--- src/rtl/rtc_pkg.sv ---
// Shared types and constants for the time-of-day core.
package rtc_pkg;

  typedef enum logic [1:0] {StRun, StSetH, StSetM, StSetS} rtc_state_e;

  localparam logic [5:0] HOUR_MAX = 6'd23;
  localparam logic [5:0] MIN_MAX  = 6'd59;
  localparam logic [5:0] SEC_MAX  = 6'd59;

  localparam int unsigned BLANK_HOUR = 2;
  localparam int unsigned BLANK_MIN  = 1;
  localparam int unsigned BLANK_SEC  = 0;

  // One step up or down with wrap-around at 0 and max_val.
  function automatic logic [5:0] wrap_step(input logic [5:0] val, input logic [5:0] max_val,
                                           input logic dec);
    logic [5:0] res;
    if (dec) res = (val == 6'd0) ? max_val : val - 6'd1;
    else     res = (val == max_val) ? 6'd0 : val + 6'd1;
    return res;
  endfunction

endpackage

--- src/rtl/rtc_if.sv ---
// Button, configuration and time/display signals of the front-panel clock core.
interface rtc_if;
  logic       mode;
  logic       up;
  logic       down;
  logic       left;
  logic       right;
  logic       enter;
  logic       esc;
  logic       h12;
  logic       alarm_en;
  logic [4:0] alarm_hour;
  logic [5:0] alarm_min;
  logic [4:0] hour;
  logic [5:0] min;
  logic [5:0] sec;
  logic [4:0] disp_hour;
  logic       pm;
  logic       norm;
  logic [2:0] blank;
  logic       day_pulse;
  logic       alarm;

  modport master (
    output mode, up, down, left, right, enter, esc, h12, alarm_en, alarm_hour, alarm_min,
    input  hour, min, sec, disp_hour, pm, norm, blank, day_pulse, alarm
  );

  modport slave (
    input  mode, up, down, left, right, enter, esc, h12, alarm_en, alarm_hour, alarm_min,
    output hour, min, sec, disp_hour, pm, norm, blank, day_pulse, alarm
  );
endinterface

--- src/rtl/rtc_core_btn_repeat.sv ---
// Rising-edge detector with auto-repeat: first repeat DELAY cycles after the press,
// then every PERIOD cycles while the button stays held.
module btn_repeat #(
  parameter int unsigned DELAY  = 500,
  parameter int unsigned PERIOD = 100
) (
  input  logic clk,
  input  logic rst,
  input  logic btn,
  output logic evt
);

  localparam int unsigned CntMax = (DELAY > PERIOD) ? DELAY : PERIOD;
  localparam int unsigned CntW   = $clog2(CntMax + 1);
  localparam logic [CntW-1:0] DelayCnt  = CntW'(DELAY);
  localparam logic [CntW-1:0] PeriodCnt = CntW'(PERIOD);

  logic            btn_q;
  logic            rpt_q, rpt_d;
  logic [CntW-1:0] cnt_q, cnt_d;
  logic            press, held, rpt_evt;

  // cnt_q holds the number of cycles since the last press or repeat event.
  always_comb begin
    press   = btn & ~btn_q;
    held    = btn & btn_q;
    rpt_evt = held & (cnt_q == (rpt_q ? PeriodCnt : DelayCnt));
    cnt_d   = '0;
    rpt_d   = 1'b0;
    if (press) begin
      cnt_d = CntW'(1);
    end else if (rpt_evt) begin
      cnt_d = CntW'(1);
      rpt_d = 1'b1;
    end else if (held) begin
      cnt_d = cnt_q + 1'b1;
      rpt_d = rpt_q;
    end
    evt = press | rpt_evt;
  end

  always_ff @(posedge clk) begin
    if (rst) begin
      btn_q <= 1'b0;
      rpt_q <= 1'b0;
      cnt_q <= '0;
    end else begin
      btn_q <= btn;
      rpt_q <= rpt_d;
      cnt_q <= cnt_d;
    end
  end

endmodule

--- src/rtl/rtc_core.sv ---
// Time-of-day core: seconds timekeeping, RUN/SET field editor, 12/24h display,
// day-rollover strobe, acknowledgeable alarm and per-field blink mask.
module rtc_core
  import rtc_pkg::*;
#(
  parameter int unsigned TICKS_PER_SEC = 1000,
  parameter int unsigned REPEAT_DELAY  = 500,
  parameter int unsigned REPEAT_PERIOD = 100,
  parameter int unsigned BLINK_HALF    = 250
) (
  input logic  clk,
  input logic  rst,
  rtc_if.slave rtc_io
);

  localparam int unsigned TickW  = $clog2(TICKS_PER_SEC);
  localparam int unsigned BlinkW = (BLINK_HALF > 1) ? $clog2(BLINK_HALF) : 1;
  localparam logic [TickW-1:0]  TickLast  = TickW'(TICKS_PER_SEC - 1);
  localparam logic [BlinkW-1:0] BlinkLast = BlinkW'(BLINK_HALF - 1);

  rtc_state_e      state_q, state_d;
  logic [4:0]      hour_q, hour_d;
  logic [5:0]      min_q, min_d;
  logic [5:0]      sec_q, sec_d;
  logic [TickW-1:0]  tick_q, tick_d;
  logic [BlinkW-1:0] blink_cnt_q, blink_cnt_d;
  logic            blink_q, blink_d;
  logic            norm_q, norm_d;
  logic [2:0]      blank_q, blank_d;
  logic            day_q, day_d;
  logic            alarm_q, alarm_d;
  logic            ack_q, ack_d;
  logic [3:0]      btn_q;

  logic up_evt, dn_evt, left_evt, right_evt, enter_evt, esc_evt;
  logic any_evt, match, fld_change;
  logic [5:0] hour_step;

  btn_repeat #(
    .DELAY (REPEAT_DELAY),
    .PERIOD(REPEAT_PERIOD)
  ) u_up_rpt (
    .clk(clk),
    .rst(rst),
    .btn(rtc_io.up),
    .evt(up_evt)
  );

  btn_repeat #(
    .DELAY (REPEAT_DELAY),
    .PERIOD(REPEAT_PERIOD)
  ) u_dn_rpt (
    .clk(clk),
    .rst(rst),
    .btn(rtc_io.down),
    .evt(dn_evt)
  );

  assign left_evt  = rtc_io.left  & ~btn_q[0];
  assign right_evt = rtc_io.right & ~btn_q[1];
  assign enter_evt = rtc_io.enter & ~btn_q[2];
  assign esc_evt   = rtc_io.esc   & ~btn_q[3];
  assign any_evt   = up_evt | dn_evt | left_evt | right_evt | enter_evt | esc_evt;

  assign match = rtc_io.alarm_en & norm_q & (hour_q == rtc_io.alarm_hour) &
                 (min_q == rtc_io.alarm_min);

  always_comb begin
    state_d    = state_q;
    hour_d     = hour_q;
    min_d      = min_q;
    sec_d      = sec_q;
    tick_d     = '0;
    day_d      = 1'b0;
    fld_change = 1'b0;
    hour_step  = '0;

    if (state_q == StRun) begin
      if (tick_q == TickLast) begin
        sec_d = wrap_step(sec_q, SEC_MAX, 1'b0);
        if (sec_q == SEC_MAX) begin
          min_d = wrap_step(min_q, MIN_MAX, 1'b0);
          if (min_q == MIN_MAX) begin
            hour_step = wrap_step({1'b0, hour_q}, HOUR_MAX, 1'b0);
            hour_d    = hour_step[4:0];
            day_d     = ({1'b0, hour_q} == HOUR_MAX);
          end
        end
      end else begin
        tick_d = tick_q + 1'b1;
      end
    end

    // Exit beats field move beats value step; simultaneous opposites cancel.
    if (!rtc_io.mode) begin
      state_d = StRun;
    end else if (state_q == StRun) begin
      if (enter_evt) begin
        state_d    = StSetH;
        fld_change = 1'b1;
      end
    end else if (esc_evt | enter_evt) begin
      state_d = StRun;
    end else if (left_evt ^ right_evt) begin
      fld_change = 1'b1;
      case (state_q)
        StSetH:  state_d = right_evt ? StSetM : StSetS;
        StSetM:  state_d = right_evt ? StSetS : StSetH;
        default: state_d = right_evt ? StSetH : StSetM;
      endcase
    end else if (up_evt ^ dn_evt) begin
      case (state_q)
        StSetH: begin
          hour_step = wrap_step({1'b0, hour_q}, HOUR_MAX, dn_evt);
          hour_d    = hour_step[4:0];
        end
        StSetM:  min_d = wrap_step(min_q, MIN_MAX, dn_evt);
        default: sec_d = wrap_step(sec_q, SEC_MAX, dn_evt);
      endcase
    end
  end

  always_comb begin
    blink_cnt_d = '0;
    blink_d     = 1'b0;
    if ((state_d != StRun) && !fld_change) begin
      if (blink_cnt_q == BlinkLast) begin
        blink_d = ~blink_q;
      end else begin
        blink_cnt_d = blink_cnt_q + 1'b1;
        blink_d     = blink_q;
      end
    end
    blank_d = '0;
    case (state_d)
      StSetH:  blank_d[BLANK_HOUR] = blink_d;
      StSetM:  blank_d[BLANK_MIN]  = blink_d;
      StSetS:  blank_d[BLANK_SEC]  = blink_d;
      default: blank_d = '0;
    endcase
    norm_d  = (state_d == StRun);
    ack_d   = match & (ack_q | (rtc_io.mode & (state_q == StRun) & any_evt));
    alarm_d = match & ~ack_d;
  end

  always_ff @(posedge clk) begin
    if (rst) begin
      state_q     <= StRun;
      hour_q      <= '0;
      min_q       <= '0;
      sec_q       <= '0;
      tick_q      <= '0;
      blink_cnt_q <= '0;
      blink_q     <= 1'b0;
      norm_q      <= 1'b1;
      blank_q     <= '0;
      day_q       <= 1'b0;
      alarm_q     <= 1'b0;
      ack_q       <= 1'b0;
      btn_q       <= '0;
    end else begin
      state_q     <= state_d;
      hour_q      <= hour_d;
      min_q       <= min_d;
      sec_q       <= sec_d;
      tick_q      <= tick_d;
      blink_cnt_q <= blink_cnt_d;
      blink_q     <= blink_d;
      norm_q      <= norm_d;
      blank_q     <= blank_d;
      day_q       <= day_d;
      alarm_q     <= alarm_d;
      ack_q       <= ack_d;
      btn_q       <= {rtc_io.esc, rtc_io.enter, rtc_io.right, rtc_io.left};
    end
  end

  always_comb begin
    if (rtc_io.h12) begin
      if (hour_q == 5'd0)       rtc_io.disp_hour = 5'd12;
      else if (hour_q > 5'd12)  rtc_io.disp_hour = hour_q - 5'd12;
      else                      rtc_io.disp_hour = hour_q;
      rtc_io.pm = (hour_q >= 5'd12);
    end else begin
      rtc_io.disp_hour = hour_q;
      rtc_io.pm        = 1'b0;
    end
  end

  assign rtc_io.hour      = hour_q;
  assign rtc_io.min       = min_q;
  assign rtc_io.sec       = sec_q;
  assign rtc_io.norm      = norm_q;
  assign rtc_io.blank     = blank_q;
  assign rtc_io.day_pulse = day_q;
  assign rtc_io.alarm     = alarm_q;

endmodule

--- src/flat_wrapper.sv ---
// flat-port wrapper written by rule: the top's interface ports become plain ports
module rtc_core_flat import rtc_pkg::*;
#(
  parameter int unsigned TICKS_PER_SEC = 1000,
  parameter int unsigned REPEAT_DELAY  = 500,
  parameter int unsigned REPEAT_PERIOD = 100,
  parameter int unsigned BLINK_HALF    = 250
)
  (clk, rst, rtc_io_mode, rtc_io_up, rtc_io_down, rtc_io_left, rtc_io_right, rtc_io_enter, rtc_io_esc, rtc_io_h12, rtc_io_alarm_en, rtc_io_alarm_hour, rtc_io_alarm_min, rtc_io_hour, rtc_io_min, rtc_io_sec, rtc_io_disp_hour, rtc_io_pm, rtc_io_norm, rtc_io_blank, rtc_io_day_pulse, rtc_io_alarm);
  rtc_if rtc_io_i ();
  input logic clk;
  input logic rst;
  input wire logic [$bits(rtc_io_i.mode)-1:0] rtc_io_mode;
  input wire logic [$bits(rtc_io_i.up)-1:0] rtc_io_up;
  input wire logic [$bits(rtc_io_i.down)-1:0] rtc_io_down;
  input wire logic [$bits(rtc_io_i.left)-1:0] rtc_io_left;
  input wire logic [$bits(rtc_io_i.right)-1:0] rtc_io_right;
  input wire logic [$bits(rtc_io_i.enter)-1:0] rtc_io_enter;
  input wire logic [$bits(rtc_io_i.esc)-1:0] rtc_io_esc;
  input wire logic [$bits(rtc_io_i.h12)-1:0] rtc_io_h12;
  input wire logic [$bits(rtc_io_i.alarm_en)-1:0] rtc_io_alarm_en;
  input wire logic [$bits(rtc_io_i.alarm_hour)-1:0] rtc_io_alarm_hour;
  input wire logic [$bits(rtc_io_i.alarm_min)-1:0] rtc_io_alarm_min;
  output wire logic [$bits(rtc_io_i.hour)-1:0] rtc_io_hour;
  output wire logic [$bits(rtc_io_i.min)-1:0] rtc_io_min;
  output wire logic [$bits(rtc_io_i.sec)-1:0] rtc_io_sec;
  output wire logic [$bits(rtc_io_i.disp_hour)-1:0] rtc_io_disp_hour;
  output wire logic [$bits(rtc_io_i.pm)-1:0] rtc_io_pm;
  output wire logic [$bits(rtc_io_i.norm)-1:0] rtc_io_norm;
  output wire logic [$bits(rtc_io_i.blank)-1:0] rtc_io_blank;
  output wire logic [$bits(rtc_io_i.day_pulse)-1:0] rtc_io_day_pulse;
  output wire logic [$bits(rtc_io_i.alarm)-1:0] rtc_io_alarm;
  assign rtc_io_i.mode = rtc_io_mode;
  assign rtc_io_i.up = rtc_io_up;
  assign rtc_io_i.down = rtc_io_down;
  assign rtc_io_i.left = rtc_io_left;
  assign rtc_io_i.right = rtc_io_right;
  assign rtc_io_i.enter = rtc_io_enter;
  assign rtc_io_i.esc = rtc_io_esc;
  assign rtc_io_i.h12 = rtc_io_h12;
  assign rtc_io_i.alarm_en = rtc_io_alarm_en;
  assign rtc_io_i.alarm_hour = rtc_io_alarm_hour;
  assign rtc_io_i.alarm_min = rtc_io_alarm_min;
  assign rtc_io_hour = rtc_io_i.hour;
  assign rtc_io_min = rtc_io_i.min;
  assign rtc_io_sec = rtc_io_i.sec;
  assign rtc_io_disp_hour = rtc_io_i.disp_hour;
  assign rtc_io_pm = rtc_io_i.pm;
  assign rtc_io_norm = rtc_io_i.norm;
  assign rtc_io_blank = rtc_io_i.blank;
  assign rtc_io_day_pulse = rtc_io_i.day_pulse;
  assign rtc_io_alarm = rtc_io_i.alarm;
  rtc_core #(.TICKS_PER_SEC(TICKS_PER_SEC), .REPEAT_DELAY(REPEAT_DELAY), .REPEAT_PERIOD(REPEAT_PERIOD), .BLINK_HALF(BLINK_HALF)) u_core (.clk(clk), .rst(rst), .rtc_io(rtc_io_i));
endmodule
--- config.mk ---
export PLATFORM = sky130hd
export DESIGN_NAME = rtc_core_flat
export DESIGN_NICKNAME = d
export VERILOG_FILES = /design/src/rtl/rtc_pkg.sv /design/src/rtl/rtc_if.sv /design/src/rtl/rtc_core_btn_repeat.sv /design/src/rtl/rtc_core.sv /design/src/flat_wrapper.sv
export SDC_FILE = /design/constraint.sdc
export NUM_CORES = 1
export LEC_CHECK = 0
export BUFFER_PORTS_ARGS = -buffer_cell sky130_fd_sc_hd__buf_2
export CAP_MARGIN = 25
export CORE_UTILIZATION = 30
export CTS_BUF_LIST = sky130_fd_sc_hd__clkbuf_16
export DETAILED_ROUTE_END_ITERATION = 10
export PLACE_DENSITY = 0.51
export SLEW_MARGIN = 20
export SYNTH_ARGS = -nofsm -noshare
export SYNTH_HDL_FRONTEND = slang
export SYNTH_HIERARCHICAL = 1
export SYNTH_SLANG_ARGS = --single-unit
--- constraint.sdc ---
create_clock -name clk -period 4.9 [get_ports clk]
set_input_delay 0.735 -clock clk [delete_from_list [all_inputs] [get_ports clk]]
set_output_delay 0.735 -clock clk [all_outputs]
set_load 0.03 [all_outputs]
==> results_dict.tcl <==
set metrics [dict create \
    status "finished with violations" \
    violations "design-rule violations" \
    grtUsageTotal 0.156 \
    crit_type "reg2reg" \
    via_per_inst 5.37 \
    timing.max_cap.violations 0 \
    ctsHoldBuffers 0 \
    path_clk_slew_ns 0.06 \
    maxSlewViolCount 0 \
    register_area_mm2 0.00142 \
    rsz0062_at_grt "no" \
    wl_um 11700 \
    clock_skew_ns 0.00707 \
    async_reset_ff_frac 0 \
    worstReg2RegStart "u_core/u_dn_rpt/cnt_q[7]$_SDFF_PP0_" \
    num_vias 4181 \
    port_buffers 50 \
    clockRootBuffer "clkbuf_16" \
    synth_area_leaders "dfxtp_1 31%, ha_1 6.3%, xor2_1 5.0%" \
    cp-start-kind "register" \
    critical_path.startpoint "u_core/u_dn_rpt/cnt_q[7]$_SDFF_PP0_" \
    fill_cells 1536 \
    power_density_mw_per_mm2 276 \
    grt-ovfl-total 0 \
    syn_area_mm2 0.00453 \
    clk_path_buf_depth 2 \
    io_pins 51 \
    period_needed_ns 4.06 \
    seq_area_frac_synth 0.313 \
    grt_pass1_wl_um 19700 \
    endpoint "u_core/rtc_io.sec[3]$_SDFF_PP0_" \
    cp_slowest_cell "a2111oi_4" \
    synth_nets 600 \
    antennaDiodeCount 0 \
    postCtsResizedCells 0 \
    cp_cell_sequence "or4b_4 -> a2111oi_4 -> o21a_1 -> buf_4 -> inv_1 -> ha_1 -> nor4bb_1 -> nand3_1 -> nor3_1 -> a21boi_0 -> a211oi_1" \
    drc 4 \
    hpwl_um 8510 \
    max_freq_mhz 246 \
    multi_input_area_mm2 0.00288 \
    synth_top_area_share 0.313 \
    setup_viol 0 \
    hold_ws_ns 0.415 \
    max_stage_delay_ns 0.69 \
    die_h_um 125 \
    rows 44 \
    numClockSinks 71 \
    synth_warnings 6 \
    clk_latency_ns 0.34 \
    post_drt_wl_per_cell_um 15.0 \
    synth_edf_count 0 \
    irDropWorstVdd_mv 0.162 \
    die-area_mm2 0.0156 \
    path_max_fanout 21 \
    worst-r2r-setup-slack_ns 0.84 \
    htreeDepth 3 \
    timing.rr.end "u_core/rtc_io.sec[3]$_SDFF_PP0_" \
    synth_top_cells_by_count "71 x dfxtp_1, 43 x nand3_1, 39 x nand2_1" \
    drt_iter0_drc 316 \
    finalCritPeriodShare 0.829 \
    nets 634 \
    p_leak_nw 1.99 \
    final_hold_viol_count 0 \
    tns_ns 0 \
    synth_cells 555 \
    cp.arrival_ns 4.26 \
    maxSlewHeadroom 0.350 \
    drt_first_pass_iters 9 \
    ys_types 66 \
    worstHoldPathCells 1 \
    hold_path.class "reg2reg" \
    synth_ff_type "dfxtp_1" \
    synthToLayoutAreaGrowth_pct 15.6 \
    r2r_cells 11 \
    grt_pass1_vias 4028 \
    postSynthAreaPerCell_um2 8.17 \
    drt.antenna.violating_nets 0 \
    start_util 0.310 \
    core_mm2 0.0146 \
    synth_area_leader_cell "dfxtp_1" \
    numCtsBuffers 9 \
    yosys_register_bits 71 \
    grt_max_degree 27 \
    crit_required_ns 5.10 \
    drive_gt1_frac 0.136 \
    cts_tree "done" \
    worst_pin_slew_ns 0.963 \
    crit_path_end_kind "register" \
    dieWidth_um 125 \
    cts_setup_buffers 0 \
    yosysMostFrequentCell "dfxtp_1" \
    dpl_cell_area_mm2 0.00490 \
    routabilityCongestion 0.824 \
    stdcell_area_mm2 0.00524 \
    antenna_found_initial 0 \
]
==> cell families (layout without fill, tap and decap cells) <==
logic type | after synthesis | count (layout) | share of synthesized area
mux | 5 | 5 | 0.0113
xor+xnor | 44 | 44 | 0.0850
simple gates | 222 | 222 | 0.272
compound gates | 132 | 132 | 0.204
flops | 71 | 71 | 0.313
fa+ha+maj | 23 | 23 | 0.0635
buf+inv | 58 | 97 | 0.0513
==> power breakdown <==
part	switching (mW)	internal [mW]
Sequential	0.0110	0.587
Clock	0.237	0.489
Combinational	0.0741	0.0452
Total	0.322	1.12
==> critical path: cells and delay by family (launching register included) <==
| kind | cells | cell delay [ns] |
|---|---|---|
| AOI/OAI and AO/OA | 4 | 1.18 |
| buffers and inverters | 2 | 0.47 |
| DFF | 1 | 0.35 |
| adders and majority gates | 1 | 0.37 |
| and+or+nand+nor | 4 | 1.56 |
==> layout by cell type, fill, tap and decap left out, drive strengths merged, types with 6 or more instances in the layout <==
master and count:
dfxtp 71, buf 52, nand3 43, nand2 39
nor2 33, inv 31, o21ai 27, xor2 26
a21oi 26, ha 23, nor3 21, xnor2 18
a211oi 18, or3 13, nand4 11, clkbuf 10
nand2b 9, nor2b 9, a31oi 8, o211ai 7
a21o 6, and3 6, nor3b 6
==> state kept, by name, summed over array words and instances (netlist names), 2 cells and up <==
| register | cells |
|---|---|
| u_core/rtc_io.blank | 3 |
| u_core/rtc_io.min | 6 |
| u_core/btn_q | 4 |
| u_core/state_q | 2 |
| u_core/rtc_io.sec | 6 |
| u_core/blink_cnt_q | 8 |
| u_core/tick_q | 10 |
| u_core/u_dn_rpt/cnt_q | 9 |
| u_core/rtc_io.hour | 5 |
| u_core/u_up_rpt/cnt_q | 9 |
==> worst min path at each step <==
stage	from	to	slack, ns
2_1_floorplan	u_core/ack_q$_SDFF_PP0_	u_core/rtc_io.alarm$_SDFF_PP0_	0.39
3_3_place_gp	u_core/ack_q$_SDFF_PP0_	u_core/rtc_io.alarm$_SDFF_PP0_	0.41
3_5_place_dp	u_core/ack_q$_SDFF_PP0_	u_core/rtc_io.alarm$_SDFF_PP0_	0.41
4_1_cts	u_core/ack_q$_SDFF_PP0_	u_core/rtc_io.alarm$_SDFF_PP0_	0.42
5_1_grt	u_core/ack_q$_SDFF_PP0_	u_core/rtc_io.alarm$_SDFF_PP0_	0.43
6_report	u_core/ack_q$_SDFF_PP0_	u_core/rtc_io.alarm$_SDFF_PP0_	0.41
==> per-stage QoR <==
| step | util | instances | power, mW | setup slack, ns |
|---|---|---|---|---|
| 2_1_floorplan | - | 555 | 0.692 | 1.36 |
| 3_5_place_dp | 0.335 | 761 | 0.729 | 0.852 |
| 4_1_cts | 0.357 | 777 | 1.47 | 0.844 |
| 3_3_place_gp | 0.335 | 761 | 0.726 | 0.926 |
| 6_report | 0.358 | 778 | 1.44 | 0.840 |
| 5_1_grt | 0.358 | 778 | 1.51 | 0.509 |
==> cell type report <==
type | count | share of cell area
multi-input cells | 426 | 0.550
flip-flops and latches | 71 | 0.271
repair buffers | 53 | 0.0521
well taps | 184 | 0.0439
clock buffers | 9 | 0.0430
clock inverters | 7 | 0.0201
inverters | 28 | 0.0201
==> layer usage <==
layer	vias to the layer above	share of wire	global-route usage
li1	2094	-	-
met1	2002	0.46	0.188
met2	73	0.47	0.264
met3	12	0.040	0.0424
met4	0	0.024	0.0610
met5	-	0	0
Power figures use the tool's default switching activity.
